File: src/rtl/fpu_share_arbiter.sv
// rtl/fpu_share_arbiter.sv - shares one floating_point_unit among NUM_REQ requesters
//
// Purpose:
//   Grants one requester at a time, sequences the FPU start/done/clear protocol,
//   returns the result tagged with the owning requester on one response channel,
//   and aborts a hung FPU operation with a watchdog.
//
// Configuration macro:
//   FPU_ARB_PRIORITY_EN  requester 0 wins whenever it is valid in IDLE and does not
//                        move the round-robin pointer; requesters 1..NUM_REQ-1
//                        rotate among themselves. Undefined: plain round-robin.
//
// Parameters:
//   NUM_REQ   number of requesters (2..8)
//   TIMEOUT   RUN cycles without fpu_done before the operation is aborted (1..65535)
//
// Ports:
//   clk, rst                   clock, synchronous active-low reset
//   req_valid / req_ready      per-requester request handshake (req_ready one-hot)
//   req_op / req_a / req_b     per-requester op (2b) and operands (32b), slice i
//   rsp_valid / rsp_ready      response handshake
//   rsp_id, rsp_z              owning requester index and result
//   rsp_overflow/underflow     FPU status flags captured with the result
//   rsp_timeout                set when the result is the watchdog NaN
//   fpu_start/op/a/b, fpu_clr  drive the FPU (fpu_clr is the FPU's active-high clear)
//   fpu_z/overflow/underflow,
//   fpu_busy, fpu_done         returned from the FPU

module fpu_share_arbiter #(
    parameter int NUM_REQ = 4,
    parameter int TIMEOUT = 255
) (
    input  logic                    clk,
    input  logic                    rst,
    input  logic [NUM_REQ-1:0]      req_valid,
    output logic [NUM_REQ-1:0]      req_ready,
    input  logic [2*NUM_REQ-1:0]    req_op,
    input  logic [32*NUM_REQ-1:0]   req_a,
    input  logic [32*NUM_REQ-1:0]   req_b,
    output logic                    rsp_valid,
    input  logic                    rsp_ready,
    output logic [2:0]              rsp_id,
    output logic [31:0]             rsp_z,
    output logic                    rsp_overflow,
    output logic                    rsp_underflow,
    output logic                    rsp_timeout,
    output logic                    fpu_start,
    output logic [1:0]              fpu_op,
    output logic [31:0]             fpu_a,
    output logic [31:0]             fpu_b,
    output logic                    fpu_clr,
    input  logic [31:0]             fpu_z,
    input  logic                    fpu_overflow,
    input  logic                    fpu_underflow,
    input  logic                    fpu_busy,
    input  logic                    fpu_done
);

    localparam logic [31:0] TIMEOUT_NAN = 32'h7FC0_0000;

    typedef enum logic [1:0] {
        S_IDLE,
        S_RUN,
        S_RESP,
        S_CLEAR
    } state_t;

    state_t      state_q, state_d;
    logic [2:0]  ptr_q, ptr_d;
    logic [15:0] wd_q;
    logic [16:0] wd_next;
    logic        wd_hit;

    logic [1:0]  fpu_op_q;
    logic [31:0] fpu_a_q, fpu_b_q;
    logic [2:0]  rsp_id_q;
    logic [31:0] rsp_z_q;
    logic        rsp_overflow_q, rsp_underflow_q, rsp_timeout_q;

    logic        grant_valid;
    logic [2:0]  grant_idx;
    logic [2:0]  cand;
    logic [7:0]  valid_ext;
    logic [1:0]  sel_op;
    logic [31:0] sel_a, sel_b;

    // (base + k) mod n for base < n and k < n, in requester-index width.
    function automatic logic [2:0] wrap_add(input logic [2:0] base, input int k, input int n);
        int s;
        s = int'({29'd0, base}) + k;
        if (s >= n) begin
            s = s - n;
        end
        return s[2:0];
    endfunction

    // Zero-extended so a 3-bit candidate index is always in range.
    assign valid_ext = 8'(req_valid);

    // ------------------------------------------------------------------
    // Arbitration: pick the winner and the pointer value it leaves behind
    // ------------------------------------------------------------------
`ifdef FPU_ARB_PRIORITY_EN
    logic [2:0] rr_base;

    // Requesters 1..NUM_REQ-1 form a ring of NUM_REQ-1 entries; ptr_q still
    // holds a real requester index, so shift it into ring coordinates. A
    // pointer of 0 (reset, or after requester NUM_REQ-1) starts at requester 1.
    always_comb begin
        grant_valid = 1'b0;
        grant_idx   = 3'd0;
        cand        = 3'd0;
        rr_base     = (ptr_q == 3'd0) ? 3'd0 : (ptr_q - 3'd1);
        if (req_valid[0]) begin
            grant_valid = 1'b1;
        end else begin
            for (int k = 0; k < NUM_REQ - 1; k++) begin
                cand = 3'd1 + wrap_add(rr_base, k, NUM_REQ - 1);
                if (!grant_valid && valid_ext[cand]) begin
                    grant_valid = 1'b1;
                    grant_idx   = cand;
                end
            end
        end
        ptr_d = (grant_idx == 3'd0) ? ptr_q : wrap_add(grant_idx, 1, NUM_REQ);
    end
`else
    always_comb begin
        grant_valid = 1'b0;
        grant_idx   = 3'd0;
        cand        = 3'd0;
        for (int k = 0; k < NUM_REQ; k++) begin
            cand = wrap_add(ptr_q, k, NUM_REQ);
            if (!grant_valid && valid_ext[cand]) begin
                grant_valid = 1'b1;
                grant_idx   = cand;
            end
        end
        ptr_d = wrap_add(grant_idx, 1, NUM_REQ);
    end
`endif

    // Operand mux for the winning requester.
    always_comb begin
        sel_op = 2'd0;
        sel_a  = 32'd0;
        sel_b  = 32'd0;
        for (int i = 0; i < NUM_REQ; i++) begin
            if (grant_idx == 3'(i)) begin
                sel_op = req_op[2*i +: 2];
                sel_a  = req_a[32*i +: 32];
                sel_b  = req_b[32*i +: 32];
            end
        end
    end

    // Watchdog fires on the cycle whose increment would reach TIMEOUT, so the
    // response appears TIMEOUT cycles after RUN is entered.
    assign wd_next = {1'b0, wd_q} + 17'd1;
    assign wd_hit  = (wd_next == 17'(TIMEOUT));

    // ------------------------------------------------------------------
    // FSM: next state and control outputs
    // ------------------------------------------------------------------
    // Control outputs are gated with rst so every output except fpu_clr is
    // low while reset is held, even before the state register has returned
    // to IDLE.
    always_comb begin
        state_d   = state_q;
        fpu_start = 1'b0;
        rsp_valid = 1'b0;
        fpu_clr   = !rst;
        req_ready = '0;
        case (state_q)
            S_IDLE: begin
                for (int i = 0; i < NUM_REQ; i++) begin
                    req_ready[i] = rst && grant_valid && (grant_idx == 3'(i));
                end
                if (grant_valid) begin
                    state_d = S_RUN;
                end
            end
            S_RUN: begin
                fpu_start = rst;
                if (fpu_done || wd_hit) begin
                    state_d = S_RESP;
                end
            end
            S_RESP: begin
                rsp_valid = rst;
                if (rsp_ready) begin
                    state_d = S_CLEAR;
                end
            end
            S_CLEAR: begin
                fpu_clr = 1'b1;
                state_d = S_IDLE;
            end
            default: begin
                state_d = S_IDLE;
            end
        endcase
    end

    // ------------------------------------------------------------------
    // State and datapath registers
    // ------------------------------------------------------------------
    always_ff @(posedge clk) begin
        if (!rst) begin
            state_q         <= S_IDLE;
            ptr_q           <= 3'd0;
            wd_q            <= 16'd0;
            fpu_op_q        <= 2'd0;
            fpu_a_q         <= 32'd0;
            fpu_b_q         <= 32'd0;
            rsp_id_q        <= 3'd0;
            rsp_z_q         <= 32'd0;
            rsp_overflow_q  <= 1'b0;
            rsp_underflow_q <= 1'b0;
            rsp_timeout_q   <= 1'b0;
        end else begin
            state_q <= state_d;
            case (state_q)
                S_IDLE: begin
                    if (grant_valid) begin
                        fpu_op_q <= sel_op;
                        fpu_a_q  <= sel_a;
                        fpu_b_q  <= sel_b;
                        rsp_id_q <= grant_idx;
                        ptr_q    <= ptr_d;
                        wd_q     <= 16'd0;
                    end
                end
                S_RUN: begin
                    wd_q <= wd_next[15:0];
                    // A done in the same cycle as the watchdog wins.
                    if (fpu_done) begin
                        rsp_z_q         <= fpu_z;
                        rsp_overflow_q  <= fpu_overflow;
                        rsp_underflow_q <= fpu_underflow;
                        rsp_timeout_q   <= 1'b0;
                    end else if (wd_hit) begin
                        rsp_z_q         <= TIMEOUT_NAN;
                        rsp_overflow_q  <= 1'b0;
                        rsp_underflow_q <= 1'b0;
                        rsp_timeout_q   <= 1'b1;
                    end
                end
                default: begin
                end
            endcase
        end
    end

    assign fpu_op        = fpu_op_q;
    assign fpu_a         = fpu_a_q;
    assign fpu_b         = fpu_b_q;
    assign rsp_id        = rsp_id_q;
    assign rsp_z         = rsp_z_q;
    assign rsp_overflow  = rsp_overflow_q;
    assign rsp_underflow = rsp_underflow_q;
    assign rsp_timeout   = rsp_timeout_q;

    // The FPU must report itself busy (or finished) for as long as it is started.
    a_run_busy: assert property (@(posedge clk) disable iff (!rst)
        (state_q == S_RUN) |-> (fpu_busy || fpu_done));

endmodule

File: config.mk
export PLATFORM = sky130hd
export DESIGN_NAME = fpu_share_arbiter
export DESIGN_NICKNAME = d
export VERILOG_FILES = /design/src/rtl/fpu_share_arbiter.sv
export SDC_FILE = /design/constraint.sdc
export NUM_CORES = 1
export LEC_CHECK = 0
export CAP_MARGIN = 15
export CORE_AREA = 3 3 162 164
export CTS_BUF_LIST = sky130_fd_sc_hd__clkbuf_4
export DETAILED_ROUTE_END_ITERATION = 16
export DIE_AREA = 0 0 165 167
export MAX_ROUTING_LAYER = met4
export PLACE_DENSITY_LB_ADDON = 0.12
export SYNTH_ARGS = -nofsm -noshare
export SYNTH_HDL_FRONTEND = slang
export SYNTH_SLANG_ARGS = --single-unit
File: constraint.sdc
create_clock -name clk -period 3.65 [get_ports clk]
set_input_delay 0.5475 -clock clk [delete_from_list [all_inputs] [get_ports clk]]
set_output_delay 0.5475 -clock clk [all_outputs]
set_load 0.05 [all_outputs]
# Word level (Yosys, flattened, before mapping)
# Cells that the tools add are included.
[classes]
n_addsub = 10
multipliers = 0
div_mod_pow = 0
n_lt_le_gt_ge = 9
eq_ne = 10
n_shift = 0
mux = 50
bitwise_logic = 0
n_reduce_logical = 21
[ops]
columns = ["operator", "n"]
rows = [
  ["$mux W32", 10],
  ["$pmux W16 S2", 1],
  ["$mux W3", 9],
  ["$add A16 B1 Y17 const B", 1],
  ["$eq A17 B8 Y1 const B", 1],
  ["$ge A4 B3 Y1 const B", 4],
  ["$lt A3 B4 Y1 const B", 4],
  ["$mux W1", 16],
  ["$mux W16", 1],
  ["$sub A3 B3 Y3 const B", 5],
  ["$mux W2", 7],
  ["$bmux W1 S3", 4],
  ["$add A3 B1 Y4 const B", 2],
  ["$add A3 B2 Y4 const B", 2],
  ["$logic_and A1 B1 Y1", 8],
  ["$pmux W2 S4", 1],
  ["$eq A3 B2 Y1 const B", 2],
  ["$ne A2 B2 Y1 const B", 3],
  ["$reduce_and A2 Y1", 3],
  ["$eq A2 B2 Y1 const B", 2],
  ["$logic_not A1 Y1", 4],
  ["$mux W4", 1],
  ["$reduce_bool A2 Y1", 2],
  ["$eq A3 B1 Y1 const B", 1],
  ["6 further kinds", 6],
]
[word_totals]
reg_bits = 125
latch_bits = 0
ramBits = 0
mem_bits_ro = 0
input_bits = 307
output_inout_bits = 111
word_cells = 111
n_memories = 0

# Logic depth before layout (Yosys ltp)
[depth]
ltp_word = 19
ltp_mapped = 17
mapped_depth_nobuf = 15

# Worst setup path after synthesis
# OpenSTA, ideal clock, no wires.
[synth_path]
path_kind = "register to output"
startpoint = "reg ptr_q[0]"
endpoint = "out req_ready[2]"
arrival_time_ps = 3619
required_ps = 3102
slack_ps = -516
stages_incl_launch_ff = 14
path_buffers = 4
cell_sequence = "dfxtp_1 > buf_2 > inv_1 > ha_1 > mux4_2 > nand2_1 > nand3_1 > nor3b_1 > a21oi_1 > ha_1 > clkbuf_1 > clkbuf_1 > clkbuf_1 > and3_1"
[synth_via]
elab_chain_len = 17
word_cells_on_any_way = 41
classes_between = "7 x add/sub; 4 x order compare; 1 x eq/ne; 21 x mux; 8 x reduce/logical"
[synth_lines]
columns = ["element", "line", "rtl"]
rows = [
  ["start: declaration", "69", "logic [2:0] ptr_q, ptr_d;"],
  ["start signal: assignment", "230", "ptr_q <= ptr_d;"],
  ["parallel branches: the longest is 15 deep, another holds $add A3 B1 Y4", "n/a", ""],
  ["$logic_and A1 B1 Y1 (*)", "177", "req_ready[i] = rst && grant_valid && (grant_idx == 3'(i));"],
  ["$mux W4 (*)", "174", "case (state_q)"],
  ["end: declaration", "36", "output logic [NUM_REQ-1:0] req_ready,"],
]
# Mark *: on every way between the ends. The select of a mux whose other input is x is not followed.

# Final worst setup path
[layout_path]
startpoint = "reg ptr_q[1]"
endpoint = "out req_ready[3]"
[layout_via]
elab_chain_len = 17
word_cells_on_any_way = 41
classes_between = "7 x add/sub; 4 x order compare; 1 x eq/ne; 21 x mux; 8 x reduce/logical"
[layout_lines]
columns = ["element", "line", "rtl"]
rows = [
  ["parallel branches: the longest is 13 deep, another holds $add A3 B1 Y4", "n/a", ""],
  ["$mux W3 (*)", "134", "if (!grant_valid && valid_ext[cand]) begin"],
  ["via grant_idx[0]", "81", "logic [2:0] grant_idx;"],
  ["$eq A3 B2 Y1 (*)", "177", ""],
  ["$logic_and A1 B1 Y1 (*)", "177", ""],
  ["$mux W4 (*)", "174", ""],
]
# Mark *: on every way through the listed nets, which the timed path passes. The select of a mux whose other input is x is not followed.

==> results.py <==
metrics = {
    "timing": {
        "period_needed_ps": 3600,
        "rsz0062_at_grt": "yes",
        "slew-limit-headroom": 0.362,
        "fin_crit_sh": 0.985,
        "skew_ps": 25.0,
        "final-hold-violation-count": 0,
        "tightest_slew_ps": 957,
        "fmax_mhz": 278,
        "setup_viol": 0,
        "slew_violations": 0,
    },
    "run": {
        "drv_cap": 0,
    },
    "logic_synthesis": {
        "synth.avg_cell_area_um2": 7.89,
        "synth-seq-cells": 125,
        "synthArstFlopShare": 0,
        "ys.flop_type": "dfxtp_1",
        "synthTopCellsByArea": "dfxtp_1, a21oi_1, o211a_1",
        "synth-edff-count": 0,
        "seq_area_frac_synth": 0.336,
        "synth_top_area_cell": "dfxtp_1",
        "yosysWarnings": 0,
        "syn_inst": 943,
        "synth_area_um2": 7440,
        "synth.distinct_cells": 56,
        "syn_nets": 1263,
        "synth.most_common_cell": "nand2_1",
        "synth_common_cells": "nand2_1, a21oi_1, dfxtp_1, clkbuf_1, o211a_1",
        "synth.top_cell.area_share": 0.336,
    },
    "clock_network": {
        "path_clk_slew_ps": 130,
        "cts_buffers": 17,
        "ctsHoldBuffers": 0,
        "tritoncts": "yes",
        "htreeDepth": 4,
        "clockBufferDepth": 2,
        "insertion_delay_ps": 550,
        "cts.sinks": 125,
        "cts-root-buf": "clkbuf_4",
    },
    "setup_path": {
        "end_kind": "output pin",
        "startpoint_type": "flip-flop",
        "cp_data_arrival_time_ps": 3050,
        "worstPathRequired_ps": 3100,
        "worst-path-max-fanout": 3,
        "crit_type": "reg2out",
        "crit_start": "ptr_q[1]$_SDFFE_PN0P_",
        "timing.rr.start": "ptr_q[1]$_SDFFE_PN0P_",
    },
    "floorplan": {
        "row_count": 58,
        "dieArea_um2": 27600,
        "ios": 418,
        "dieHeight_um": 167,
        "core_um2": 25000,
        "start_util": 0.297,
        "die_x_um": 165,
    },
    "global_route": {
        "overflow": 0,
        "grt_pass1_vias": 8149,
        "grt.total_usage": 0.221,
        "grt_pass1_wl_um": 46000,
        "grt_max_degree": 107,
        "grt_antenna_before_repair": 8,
    },
    "power_and_ir_drop": {
        "clockPowerShare": 0.101,
        "pwr_density_cell_nw_per_um2": 883,
        "p_total_w": 0.0111,
        "power.share.switching": 0.490,
        "leakage_nw": 4.92,
        "intPower_w": 0.00568,
        "switchingPower_w": 0.00546,
        "ir_drop_v": 0.000549,
        "comb_power_share": 0.726,
        "p_seq_frac": 0.174,
    },
    "finish": {
        "nets": 1648,
        "finalNonFillerCells": 1679,
        "drive_gt1_frac": 0.0925,
        "area_growth_pct": 69.7,
    },
    "drt": {
        "drc": 0,
        "first_pass_iters": 5,
        "wl_per_cell_um": 18.6,
        "drtIter0Drc": 416,
        "viasPerCell": 5.04,
        "routed_wl_um": 31200,
        "ant_nets": 0,
        "routed-via-count": 8463,
    },
    "min_path": {
        "hold_class": "in2reg",
        "hp-start": "rst",
    },
    "placed_design": {
        "dp_hpwl_um": 23100,
        "portBuffers": 416,
        "numPlacedInstances": 1625,
        "globalplace.congestion": 0.862,
    },
    "status": {
        "status": "completed",
    },
}
## layer usage
| layer | vias to the layer above | wire length [um] | part of all wire | track usage |
|---|---|---|---|---|
| met3 | 25 | 2790 | 0.089 | 0.0774 |
| met4 | 0 | 444 | 0.014 | 0.0591 |
| met5 | - | 0 | 0 | - |
| met1 | 3912 | 12200 | 0.39 | 0.243 |
| met2 | 283 | 15700 | 0.50 | 0.377 |
| li1 | 4243 | - | - | - |
## layout make-up
cell class | instances | area (um^2)
antenna | 8 | 20.0
multi-input combinational | 705 | 4610
fill | 2503 | 12400
tap | 330 | 413
sequential | 125 | 2500
inverter | 13 | 53.8
clock buffer | 17 | 128
clock inverter | 15 | 188
timing repair buffer | 466 | 4710
## critical path, stage by stage (launching register included)
cell	delay (ps)
dfxtp_2	370
inv_4	50
ha_4	260
mux4_2	540
nand2_2	120
nand3_2	90
nor3b_2	170
a21oi_2	190
inv_2	90
ha_4	170
ha_4	170
and3_4	150
buf_12	140
## path summary, 6_finish.rpt
check,end,slack [ps],cells past startpoint
setup / recovery,req_ready[3],50,12
hold / removal,rsp_timeout$_SDFFE_PN0P_,410,3
setup reg to reg,fpu_a[22]$_SDFFE_PN0P_,370,17
hold reg to reg,rsp_id[2]$_SDFFE_PN0P_,490,1
## layout by cell type, fill, tap and decap left out, types with 3 or more instances in the layout
cell type / instances
buf_12: 14
nand4_1: 3
nor3_1: 17
nand3_1: 4
and2_1: 9
nor4_1: 4
o211a_1: 67
a21boi_0: 5
xnor2_1: 3
bufinv_16: 3
o21ai_0: 21
and3_1: 4
o21a_1: 3
inv_6: 3
nand2b_1: 3
ha_1: 7
and3_4: 3
a22oi_1: 3
a32o_1: 25
nand2_1: 161
o211ai_1: 66
ha_4: 6
clkinv_4: 4
a21boi_1: 7
nor2_1: 20
nand3_2: 3
dfxtp_1: 123
mux2i_1: 4
clkdlybuf4s50_1: 411
diode_2: 8
buf_4: 39
nor2b_1: 8
clkbuf_4: 17
nand3b_1: 63
inv_1: 9
or2_2: 3
a21oi_1: 148
## cells by family (layout without fill, tap and decap cells)
group / Yosys count / count (layout) / synth area share
flops: 125 / 125 / 0.336
buf+inv: 113 / 511 / 0.0619
other cells: 1 / 9 / 0.000504
mux: 7 / 7 / 0.0129
xor+xnor: 5 / 5 / 0.00589
fa+ha+maj: 13 / 13 / 0.0219
simple gates: 317 / 317 / 0.219
compound gates: 362 / 362 / 0.342
## per-stage QoR
step	hold WS [ps]	utilization	instance area, um^2	worst slack [ps]	TNS [ps]
final	411	0.504	12600	53.5	0
after global routing	369	0.504	12600	-105	-243
after CTS	354	0.499	12500	1.70	0
after detailed placement	476	0.484	12100	30.3	0
after global placement	465	0.484	12100	63.4	0
after floorplan	471	-	7470	1.57	0
## sequential cells by signal (all words and copies together), names as in the netlist
register,cells
rsp_underflow,1
fpu_op,2
rsp_z,32
state_q,2
wd_q,16
fpu_b,32
rsp_timeout,1
fpu_a,32
rsp_overflow,1
rsp_id,3
ptr_q,3
## power by group through the flow
stage / Combinational, W / Clock, W / Sequential [W]
CTS: 0.00801 / 0.00116 / 0.00193
detailed placement: 0.00788 / 0 / 0.00196
floorplan: 0.00412 / 0 / 0.00305
global placement: 0.00783 / 0 / 0.00195
finish: 0.00809 / 0.00112 / 0.00193
global route: 0.00886 / 0.00122 / 0.00198
## timing repair
action,4_1_cts,5_1_grt
gates resized for setup,10,11
pin swaps,1,7
setup buffers,3,12
setup endpoints to repair,4,4
Power figures use the tool's default switching activity.
